### config.mk
export PLATFORM = sky130hd
export DESIGN_NAME = ac_err_sweep
export DESIGN_NICKNAME = d
export VERILOG_FILES = /design/src/rtl/ac_err_sweep.sv
export SDC_FILE = /design/constraint.sdc
export NUM_CORES = 1
export LEC_CHECK = 0
export CAP_MARGIN = 5
export CORE_ASPECT_RATIO = 1.5
export CORE_UTILIZATION = 61
export DETAILED_ROUTE_END_ITERATION = 8
export GPL_TIMING_DRIVEN = 0
export PLACE_DENSITY = 0.87
export SYNTH_ARGS = -nofsm -noshare
export SYNTH_HDL_FRONTEND = slang
export SYNTH_SLANG_ARGS = --single-unit
### constraint.sdc
create_clock -name clk -period 15.7 [get_ports clk]
set_input_delay 4.71 -clock clk [delete_from_list [all_inputs] [get_ports clk]]
set_output_delay 4.71 -clock clk [all_outputs]
set_load 0.01 [all_outputs]
### src/rtl/ac_err_sweep.sv
// ac_err_sweep: exhaustive accuracy sweep for 8x8 approximate multipliers.
// Drives all 65536 operand pairs, one per cycle, into an external multiplier.
// Compares each returned product with the exact a*b.
// Accumulates the error count, the sum of absolute errors and the worst-case error.
// Build option: define ERR_BIAS_EN to add the signed bias accumulator (sum_bias).
// When ERR_BIAS_EN is not defined, sum_bias is tied to zero.
module ac_err_sweep #(
  parameter int MUL_LAT = 0
) (
  input  logic        clk,
  input  logic        rst_n,
  input  logic        start,
  output logic [7:0]  mul_a,
  output logic [7:0]  mul_b,
  input  logic [15:0] mul_prod,
  output logic        busy,
  output logic        done,
  output logic [16:0] err_cnt,
  output logic [31:0] sum_ed,
  output logic [15:0] max_ed,
  output logic [32:0] sum_bias
);

  typedef enum logic [1:0] {
    IDLE  = 2'd0,
    SWEEP = 2'd1,
    DRAIN = 2'd2,
    DONE  = 2'd3
  } state_t;

  // DRAIN lasts MUL_LAT cycles; with MUL_LAT=0 it is never entered.
  localparam int          PW         = (MUL_LAT > 0) ? MUL_LAT : 1;
  localparam logic [15:0] DRAIN_LAST = 16'(PW - 1);

  state_t      state_reg;
  state_t      state_next;
  logic [15:0] cnt_reg;     // index of the pair currently on mul_a/mul_b
  logic [15:0] drain_reg;   // cycles spent in DRAIN so far
  logic        start_ok;    // start accepted at the coming edge

  // Tag entering the pipeline: is a pair presented, and what is its exact product
  logic        in_valid;
  logic [15:0] in_exact;
  // Tag aligned with the product now arriving on mul_prod
  logic        cmp_valid;
  logic [15:0] cmp_exact;
  logic [15:0] ed;

  assign in_valid = (state_reg == SWEEP);
  assign in_exact = {8'd0, mul_a} * {8'd0, mul_b};

  // State register
  always_ff @(posedge clk) begin
    if (!rst_n) begin
      state_reg <= IDLE;
    end else begin
      state_reg <= state_next;
    end
  end

  // Next-state logic and status outputs
  always_comb begin
    state_next = state_reg;
    busy       = 1'b0;
    done       = 1'b0;
    start_ok   = 1'b0;
    case (state_reg)
      IDLE: begin
        if (start) begin
          state_next = SWEEP;
          start_ok   = 1'b1;
        end
      end
      SWEEP: begin
        busy = 1'b1;
        if (cnt_reg == 16'hFFFF) begin
          state_next = (MUL_LAT > 0) ? DRAIN : DONE;
        end
      end
      DRAIN: begin
        busy = 1'b1;
        if (drain_reg == DRAIN_LAST) begin
          state_next = DONE;
        end
      end
      DONE: begin
        done = 1'b1;
        if (start) begin
          state_next = SWEEP;
          start_ok   = 1'b1;
        end
      end
      default: state_next = IDLE;
    endcase
  end

  // Operand generation: the operand registers load the next pair so that pair k
  // is on the bus during the k-th SWEEP cycle; after 16'hFFFF they simply hold.
  always_ff @(posedge clk) begin
    if (!rst_n) begin
      cnt_reg   <= 16'd0;
      mul_a     <= 8'd0;
      mul_b     <= 8'd0;
      drain_reg <= 16'd0;
    end else if (start_ok) begin
      cnt_reg   <= 16'd0;
      mul_a     <= 8'd0;
      mul_b     <= 8'd0;
      drain_reg <= 16'd0;
    end else if (state_reg == SWEEP) begin
      cnt_reg   <= cnt_reg + 16'd1;
      drain_reg <= 16'd0;
      if (cnt_reg != 16'hFFFF) begin
        {mul_a, mul_b} <= cnt_reg + 16'd1;
      end
    end else if (state_reg == DRAIN) begin
      drain_reg <= drain_reg + 16'd1;
    end
  end

  generate
    if (MUL_LAT == 0) begin : g_comb_mul
      assign cmp_valid = in_valid;
      assign cmp_exact = in_exact;
    end else begin : g_tag_pipe
      logic        vld_pipe   [MUL_LAT];
      logic [15:0] exact_pipe [MUL_LAT];

      // Tag pipeline: delays valid + exact product by MUL_LAT cycles
      always_ff @(posedge clk) begin
        if (!rst_n) begin
          for (int i = 0; i < MUL_LAT; i++) begin
            vld_pipe[i]   <= 1'b0;
            exact_pipe[i] <= 16'd0;
          end
        end else begin
          vld_pipe[0]   <= in_valid;
          exact_pipe[0] <= in_exact;
          for (int i = 1; i < MUL_LAT; i++) begin
            vld_pipe[i]   <= vld_pipe[i-1];
            exact_pipe[i] <= exact_pipe[i-1];
          end
        end
      end

      assign cmp_valid = vld_pipe[MUL_LAT-1];
      assign cmp_exact = exact_pipe[MUL_LAT-1];
    end
  endgenerate

  // Absolute error of the product arriving this cycle
  assign ed = (mul_prod >= cmp_exact) ? (mul_prod - cmp_exact) : (cmp_exact - mul_prod);

  // Error statistics; cleared on reset and on every accepted start
  always_ff @(posedge clk) begin
    if (!rst_n || start_ok) begin
      err_cnt <= 17'd0;
      sum_ed  <= 32'd0;
      max_ed  <= 16'd0;
    end else if (cmp_valid) begin
      if (ed != 16'd0) begin
        err_cnt <= err_cnt + 17'd1;
      end
      sum_ed <= sum_ed + {16'd0, ed};
      if (ed > max_ed) begin
        max_ed <= ed;
      end
    end
  end

`ifdef ERR_BIAS_EN
  logic [16:0] diff;
  logic [32:0] bias_reg;

  assign diff = {1'b0, mul_prod} - {1'b0, cmp_exact};

  // Signed bias accumulator, two's complement, same clearing as the other stats
  always_ff @(posedge clk) begin
    if (!rst_n || start_ok) begin
      bias_reg <= 33'd0;
    end else if (cmp_valid) begin
      bias_reg <= bias_reg + {{16{diff[16]}}, diff};
    end
  end

  assign sum_bias = bias_reg;
`else
  assign sum_bias = 33'd0;
`endif

endmodule

# Word-level counts from Yosys, hierarchy flattened

Index checks and enable logic that the tools add are counted.

Eq/ne operators: 8
Multiplexer cells: 9
Magnitude comparators: 2
Reductions and logical operators: 13
$mul: 1
Add/subtract/negate cells: 6
Bitwise operators: 1

Operators with widths:

| cell                    | count |
|---|---|
| $add A16 B1 Y16 const B | 2 |
| $add A32 B16 Y32        | 1 |
| $sub A16 B16 Y16        | 2 |
| $add A17 B1 Y17 const B | 1 |
| $eq A16 B16 Y1 const B  | 1 |
| $ge A16 B16 Y1          | 1 |
| $gt A16 B16 Y1          | 1 |
| $logic_not A16 Y1       | 1 |
| $mul A8 B8 Y16          | 1 |
| $mux W16                | 1 |
| $ne A16 B16 Y1 const B  | 1 |
| $reduce_bool A16 Y1     | 1 |
| $mux W2                 | 3 |
| $pmux W2 S3             | 1 |
| $reduce_and A2 Y1       | 3 |
| $reduce_or A2 Y1        | 3 |
| $eq A2 B2 Y1 const B    | 2 |
| $mux W1                 | 4 |
| $ne A2 B1 Y1 const B    | 2 |
| $reduce_and A3 Y1       | 1 |
| $reduce_or A3 Y1        | 1 |
| $eq A2 B1 Y1 const B    | 1 |
| $logic_not A2 Y1        | 1 |
| $ne A2 B2 Y1 const B    | 1 |
| other kinds (3)         | 3 |

Bits of input ports: 19
Logic and storage cells: 48
Flip-flop bits (word level): 115
Output and inout port bits: 116

# Longest topological paths before layout

Gate-level depths: netlist (run 1).

Depth in word-level cells: 5
Depth in mapped cells: 40

# Worst setup path after synthesis (run 1)

OpenSTA, ideal clock, no wires.

Kind: input-to-reg
Start: in mul_prod[14]
End: reg sum_ed[16]
Slack: 6.555 ns
Library setup time: 0.128 ns
Arrival: 9.017 ns
Cell stages on the path: 21
Path through: inv_1 ha_1 buf_4 and3_1 nand2_1 or3_4 o21ai_2 buf_6 mux2i_1 xor2_1 ha_1 o21ai_0 nand2b_1 a21o_1 a21o_1 a21oi_1 o211ai_1 a311oi_1 nor3b_1 xnor2_1 nor2_1

Longest elaborated chain between the ends: 3
Elaborated cells between the ends (all ways): 5
Those cells by class: 3 x add/sub; 1 x order compare; 1 x mux

RTL lines:

| what                   | RTL line | text |
|---|---|---|
| start: declaration     | 15       | `input logic [15:0] mul_prod,` |
| $ge A16 B16 Y1         | 152      | `assign ed = (mul_prod >= cmp_exact) ? (mul_prod - cmp_exact) : (cmp_exact - mul_prod);` |
| $mux W16               | 152      |  |
| via ed[3]              | 47       | `logic [15:0] ed;` |
| $add A32 B16 Y32       | 164      | `sum_ed <= sum_ed + {16'd0, ed};` |
| end signal: assignment | 164      |  |
| end: declaration       | 19       | `output logic [31:0] sum_ed,` |

The timed path passes the listed nets, and every way through them passes these cells.
A chain may end at the register's enable or synchronous reset.

# Worst setup path in the final report (run 1)

Start: in mul_prod[0]
End: reg sum_ed[16]

Longest elaborated chain between the ends: 3
Elaborated cells between the ends (all ways): 5
Those cells by class: 3 x add/sub; 1 x order compare; 1 x mux

RTL lines:

| what                                               | RTL line |
|---|---|
| $sub A16 B16 Y16 or $ge A16 B16 Y1 (tied branches) | 152 |
| $mux W16 (*)                                       | 152 |
| via ed[3]                                          | 47 |
| $add A32 B16 Y32 (*)                               | 164 |

Mark *: on every way through the listed nets, which the timed path passes. The rest lies on a longest branch.

==> out/qor.yml, run 1 <==
yosys:
  ys.flop_type: "dfxtp_1"
  synth_compound_area_share_pct: 12.7
  ys_async_sr_fraction_pct: 0
  synth_mux_area_share_pct: 3.84
  synth-simple-area-share_pct: 21.4
  ys_ff_latch: 115
  synthDistinctLibCells: 77
  synth_warnings: 0
  syn_area_um2: 10000
  synth_top_cell_by_area: "dfxtp_1"
  yosys.area_share.adder_pct: 21.2
  synthXorXnorAreaFrac_pct: 9.13
  postSynthCellCount: 1195
  ys_top_cells_by_area: "dfxtp_1 23%, ha_1 13%, fa_1 7.8%"
  synth_top_family_by_area: "simple AND/OR/NAND/NOR gates"
  synth_edf_count: 0
  synth_top_area_share_pct: 23.0
  ys_seq_area_share_pct: 23.0
  avgSynthCellArea_um2: 8.38
placement:
  port_buffers: 101
  post_dp_cell_area_um2: 11400
  place_ws_ps: 4950
  dp.cells: 1534
  gp_congestion: 0.922
  hpwl_um: 19000
setup_path:
  critPathBufInv: 3
  r2r_end: "sum_ed[16]"
  critPathMaxStageDelay_ps: 1070
  cp.depth: 22
  r2r_slack_ps: 5480
  cp_top_family: "compound AO/OA/AOI/OAI gates"
  criticalPathCategory: "primary input to flip-flop"
  critPathMaxFanout: 10
  startpoint_type: "primary input"
  r2r_cells: 38
  required_ps: 15990
  worstReg2RegStart: "mul_a[1]"
  cp.arrival_ps: 10730
  timing.critical_path.slowest_stage_cell: "a311oi_1"
  crit_chain: "clkdlybuf4s50_1 > inv_1 > ha_1 > fa_1 > nand3b_1 > a21oi_1 > nor3_2 > o21ai_2 > buf_6 > mux2i_1 > xor2_1 > ha_1 > o21ai_0 > nand2b_1 > a21o_1 > a21o_1 > a21oi_1 > o211ai_1 > a311oi_1 > nor3b_1 > xnor2_1 > nor2_1"
  crit_path_start: "mul_prod[0]"
  cp-endpoint: "sum_ed[16]"
  critPathCaptureType: "flip-flop"
global_routing:
  use_met3_pct: 4.87
  groute.layer.met2.usage_pct: 55.5
  grt_pass1_wl_um: 41200
  grt_max_degree: 17
  grt_pass1_vias: 8921
  use_met1_pct: 32.1
  grt_overflow_total: 0
  gr-max-usage-layer: "met2"
  antenna_found_initial: 0
  grt_use_total_pct: 30.0
sta:
  fmax_mhz: 95.8
  rsz0062_at_grt: "false"
  setup_tns_ps: 0
  layout_setup_ws_ps: 5260
  skew_ps: 6.08
  max-slew-margin-rel_pct: 16.1
  min_period_ps: 10440
  setup_viol: 0
  worst_slew_pin_slew_ps: 1250
  slew_violations: 0
  final-hold-violation-count: 0
  finalCritPeriodShare_pct: 66.5
cells_and_area:
  final_util_pct: 74.3
  final_cell_mix: "145 x nor2_1, 116 x inv_1, 115 x dfxtp_1"
  multi_input_area_um2: 6960
  seq_area_um2: 2300
  top_register: "sum_ed"
  instances_no_fill: 1566
  area_growth_pct: 19.6
  drive_above_1_share_pct: 7.50
  biggestRegsByFlops: "sum_ed x32, err_cnt x17"
  largest_reg_flops: 32
  antenna_cells: 0
  final_common_cell: "nor2_1"
  final_cell_area_um2: 12000
  final_nets: 1512
  nFillCells: 1181
route:
  drc: 0
  route.antenna.remaining_nets: 0
  wl_per_cell_um: 15.9
  dr_total_vias: 8855
  firstDrtPassIters: 5
  first_iter_violations: 417
  routed_via_density: 5.65
  routed_wl_um: 25000
clock_network:
  hold_buffers: 0
  cts_buffers: 17
  cts_setup_buffers: 0
  cts.sink_count: 115
  clock_path_buffers: 2
  clk_latency_ps: 420
  cts_tree: "built"
  cts_resized: 0
  cts_root_buf: "clkbuf_16"
  h-tree-depth: 4
  cts.clk_slew.worst_paths_ps: 60
power_and_ir_drop:
  p_int_uw: 808
  power_frac_seq_pct: 27.3
  p_sw_uw: 557
  p_sw_share_pct: 40.8
  p_leak_uw: 0.00530
  vdd_drop_max_v: 0.000103
  power_density_nw_per_um2: 114
  clock_power_share_pct: 27.3
  p_comb_share_pct: 45.3
die:
  design.core.area_um2: 16100
  rows: 57
  die_h_um: 159
  start_util_pct: 62.1
  dieArea_um2: 16900
  io_pins: 135
  die_x_um: 107
status:
  status: "complete, no violations"
min_path:
  worst_hold_path_type: "flip-flop to flip-flop"
job:
  maxCapViolCount: 0
==> worst reg2reg max path, delay by kind of cell, from the launching register on <==
family | cells | cell delay (ps)
adder cells (fa/ha/maj) | 7 | 2990
buffers and inverters | 5 | 720
AO/OA/AOI/OAI | 13 | 3540
AND/OR/NAND/NOR | 9 | 1350
flip-flops | 1 | 410
multiplexers | 1 | 230
XOR/XNOR | 3 | 860
==> worst min-delay path by stage <==
stage              endpoint  cells after the start  slack, ps          from
2_1_floorplan  drain_reg[9]                      2        470  drain_reg[9]
3_3_place_gp    err_cnt[10]                      2        480   err_cnt[10]
5_1_grt          max_ed[11]                      2        510    max_ed[11]
4_1_cts          max_ed[11]                      2        490    max_ed[11]
6_report        err_cnt[14]                      2        500   err_cnt[14]
3_5_place_dp     max_ed[11]                      2        480    max_ed[11]
==> stage by stage <==
step                      hold slack, ps  power (uW)
final                                497        1370
after global placement               475         963
after global routing                 511        1450
after floorplan                      471         788
after detailed placement             481         982
after CTS                            492        1360
==> power groups by stage <==
| stage | logic (uW) | registers [uW] | clock network (uW) |
|---|---|---|---|
| 6_report | 619 | 373 | 373 |
| 5_1_grt | 682 | 378 | 387 |
| 4_1_cts | 614 | 373 | 374 |
| 3_5_place_dp | 603 | 379 | 0 |
| 2_1_floorplan | 413 | 375 | 0 |
| 3_3_place_gp | 585 | 378 | 0 |
==> cell type report <==
cell class	instances	share of cell area [%]
well taps	206	2.15
inverters	116	3.64
clock inverters	15	1.22
flip-flops and latches	115	19.2
clock buffers	17	3.55
plain buffers	73	3.63
multi-input cells	923	58.1
repair buffers	101	8.44
==> logic make-up after synthesis <==
| kind of cell | after synthesis |
|---|---|
| adders and majority gates | 146 |
| buffers and inverters | 189 |
| DFF | 115 |
| other | 1 |
| xor gates and xnor gates | 101 |
| AOI/OAI and AO/OA | 182 |
| muxes | 37 |
| and+or+nand+nor | 424 |
==> cell usage after synthesis, drive strengths merged (15+ instances only) <==
cell type  number
dfxtp         115
a21o           15
o21a           17
and3           22
mux2i          36
clkbuf         25
nand3          26
inv           116
nor2          145
buf            48
a211oi         29
and2           60
a21oi          36
ha            107
o21ai          26
nor3           20
fa             39
nand4          17
xor2           46
nand2          73
xnor2          55
==> layer usage <==
| layer | vias to the layer above | wire (um) | share of wire (%) |
|---|---|---|---|
| met2 | 297 | 13200 | 53 |
| met3 | 79 | 1160 | 4.6 |
| met5 | - | 0 | 0 |
| met4 | 0 | 1100 | 4.4 |
| li1 | 4281 | - | - |
| met1 | 4198 | 9460 | 38 |
Note: power is estimated with default switching activity, not from simulation.
==> run 2: changes to the inputs <==
--- a/config.mk
+++ b/config.mk
@@ -7,10 +7,10 @@
 export LEC_CHECK = 0
 export CAP_MARGIN = 5
 export CORE_ASPECT_RATIO = 1.5
-export CORE_UTILIZATION = 61
+export CORE_UTILIZATION = 51
 export DETAILED_ROUTE_END_ITERATION = 8
 export GPL_TIMING_DRIVEN = 0
-export PLACE_DENSITY = 0.87
+export PLACE_DENSITY = 0.78
 export SYNTH_ARGS = -nofsm -noshare
 export SYNTH_HDL_FRONTEND = slang
 export SYNTH_SLANG_ARGS = --single-unit
==> constraint.sdc (replaced) <==
create_clock -name clk -period 8.9 [get_ports clk]
set_input_delay 2.67 -clock clk [delete_from_list [all_inputs] [get_ports clk]]
set_output_delay 2.67 -clock clk [all_outputs]
set_load 0.01 [all_outputs]
==> run 2 against run 1 <==
Compared with the run above:
- worst setup slack worse by 5000 ps
- sequential share of layout area is 0.65 points lower
- wire length is 2.0% higher
- core utilization is 8.7 points lower
- hold slack worse by 9.3 ps
- global-route usage is 5.1 points lower
- non-clock buffer count is 27 higher
- sequential cell count stayed put
- sequential power is 77% higher
==> out/qor.yml, run 2 (same netlist as run 1, synthesis figures left out) <==
status:
  status: "complete, no violations"
clock_network:
  cts_buffers: 17
  h-tree-depth: 4
  clk_latency_ps: 410
  clock_path_buffers: 2
  cts.sink_count: 115
  cts_root_buf: "clkbuf_16"
  hold_buffers: 0
  cts_tree: "built"
  cts.clk_slew.worst_paths_ps: 60
setup_path:
  startpoint_type: "flip-flop"
  worst_path_most_repeated_cell: "ha_1"
  required_ps: 9180
  critPathMaxFanout: 10
  criticalPathCategory: "flip-flop to flip-flop"
  crit_path_start: "mul_b[4]"
  cp.arrival_ps: 8930
  critPathCaptureType: "flip-flop"
  worstReg2RegStart: "mul_b[4]"
  timing.critical_path.slowest_stage_cell: "fa_1"
  critPathMaxStageDelay_ps: 540
  r2r_slack_ps: 250
die:
  rows: 62
  design.core.area_um2: 19200
  die_x_um: 116
  io_pins: 135
  die_h_um: 174
  start_util_pct: 52.3
  dieArea_um2: 20200
sta:
  skew_ps: 9.85
  setup_viol: 0
  min_period_ps: 8650
  slew_violations: 0
  worst_slew_pin_slew_ps: 1050
  max-slew-margin-rel_pct: 29.0
  whs_ps: 488
  final-hold-violation-count: 0
  fmax_mhz: 116
  finalCritPeriodShare_pct: 97.2
route:
  wl_per_cell_um: 15.5
  firstDrtPassIters: 5
  first_iter_violations: 414
  route.antenna.remaining_nets: 0
  drc: 0
  routed_via_density: 5.39
  routed_wl_um: 25500
  dr_total_vias: 8861
cells_and_area:
  final_cell_mix: "142 x nor2_1, 116 x inv_1, 105 x ha_1"
  area_growth_pct: 25.5
  top_register: "sum_ed"
  final_nets: 1540
  drive_above_1_share_pct: 12.7
  biggestRegsByFlops: "sum_ed x32, err_cnt x17"
  final_common_cell: "nor2_1"
  seq_area_um2: 2330
  final_util_pct: 65.6
  multi_input_area_um2: 7220
  antenna_cells: 0
  nFillCells: 1584
  largest_reg_flops: 32
global_routing:
  grt_overflow_total: 0
  grt_use_total_pct: 24.9
  grt_pass1_wl_um: 40000
  grt_max_degree: 17
  antenna_found_initial: 0
  grt_pass1_vias: 8553
min_path:
  hp-start: "sum_ed[30]"
  worst_hold_path_type: "flip-flop to flip-flop"
power_and_ir_drop:
  p_leak_uw: 0.00550
  vdd_drop_max_v: 0.000167
  power_density_nw_per_um2: 203
placement:
  hpwl_um: 18500
  port_buffers: 101
  gp_congestion: 0.907
job:
  maxCapViolCount: 0
[run 2: layout make-up]
type                       count  area share, %
inverter                     116           3.46
timing repair buffer         129           9.77
tap                          256           2.55
clock inverter                12           1.06
buffer                        72           3.60
sequential                   115           18.6
multi-input combinational    924           57.4
clock buffer                  20           3.55
[run 2: worst paths after layout]
path,depth (start not counted),end
setup / recovery,38,sum_ed[16]
hold / removal,2,sum_ed[30]
setup reg to reg,38,sum_ed[16]
hold reg to reg,2,sum_ed[30]
[run 2: what timing repair did]
action | in CTS | in global routing
setup endpoints to repair | 40 | 38
gates resized for setup | 24 | 59
endpoints found under the hold margin | 0 | 0
pin swaps | 5 | 15
gates cloned | 1 | 1
setup buffers | 5 | 22
[run 2: routing by layer]
metal  wire length [um]  share of wire (%)  global-route usage (%)  vias to the layer above
met4                920                3.6                    11.1                        0
met5                  0                  0                       0                        -
met3               1110                4.4                    4.83                       55
met1              10100                 40                    27.5                     4247
li1                   -                  -                       -                     4333
met2              13300                 52                    44.9                      226
[run 2: power breakdown]
group	switching [uW]	leakage (uW)	total (uW)	internal [uW]
clock	251	0.000276	670	419
combinational	689	0.00429	1220	532
sequential	81.3	0.000939	661	580
total	1020	0.00550	2550	1530
[run 2: critical path, delay by kind of cell (launching register included)]
family                   cells  cell delay [ps]
adder cells (fa/ha/maj)      7             2720
XOR/XNOR                     3              640
AND/OR/NAND/NOR              8             1150
multiplexers                 1              240
flip-flops                   1              370
AO/OA/AOI/OAI               14             2790
buffers and inverters        5              590
[run 2: stage by stage]
stage               power, uW  TNS (ps)  instances  area, um^2  setup WS [ps]
detailed placement       1730    -22340       1584       11500          -1080
finish                   2550         0       1644       12600            254
CTS                      2450         0       1621       12200           31.5
global placement         1710    -21110       1584       11500          -1040
floorplan                1390         0       1227       10100            239
global route             2700     -4100       1644       12600           -206
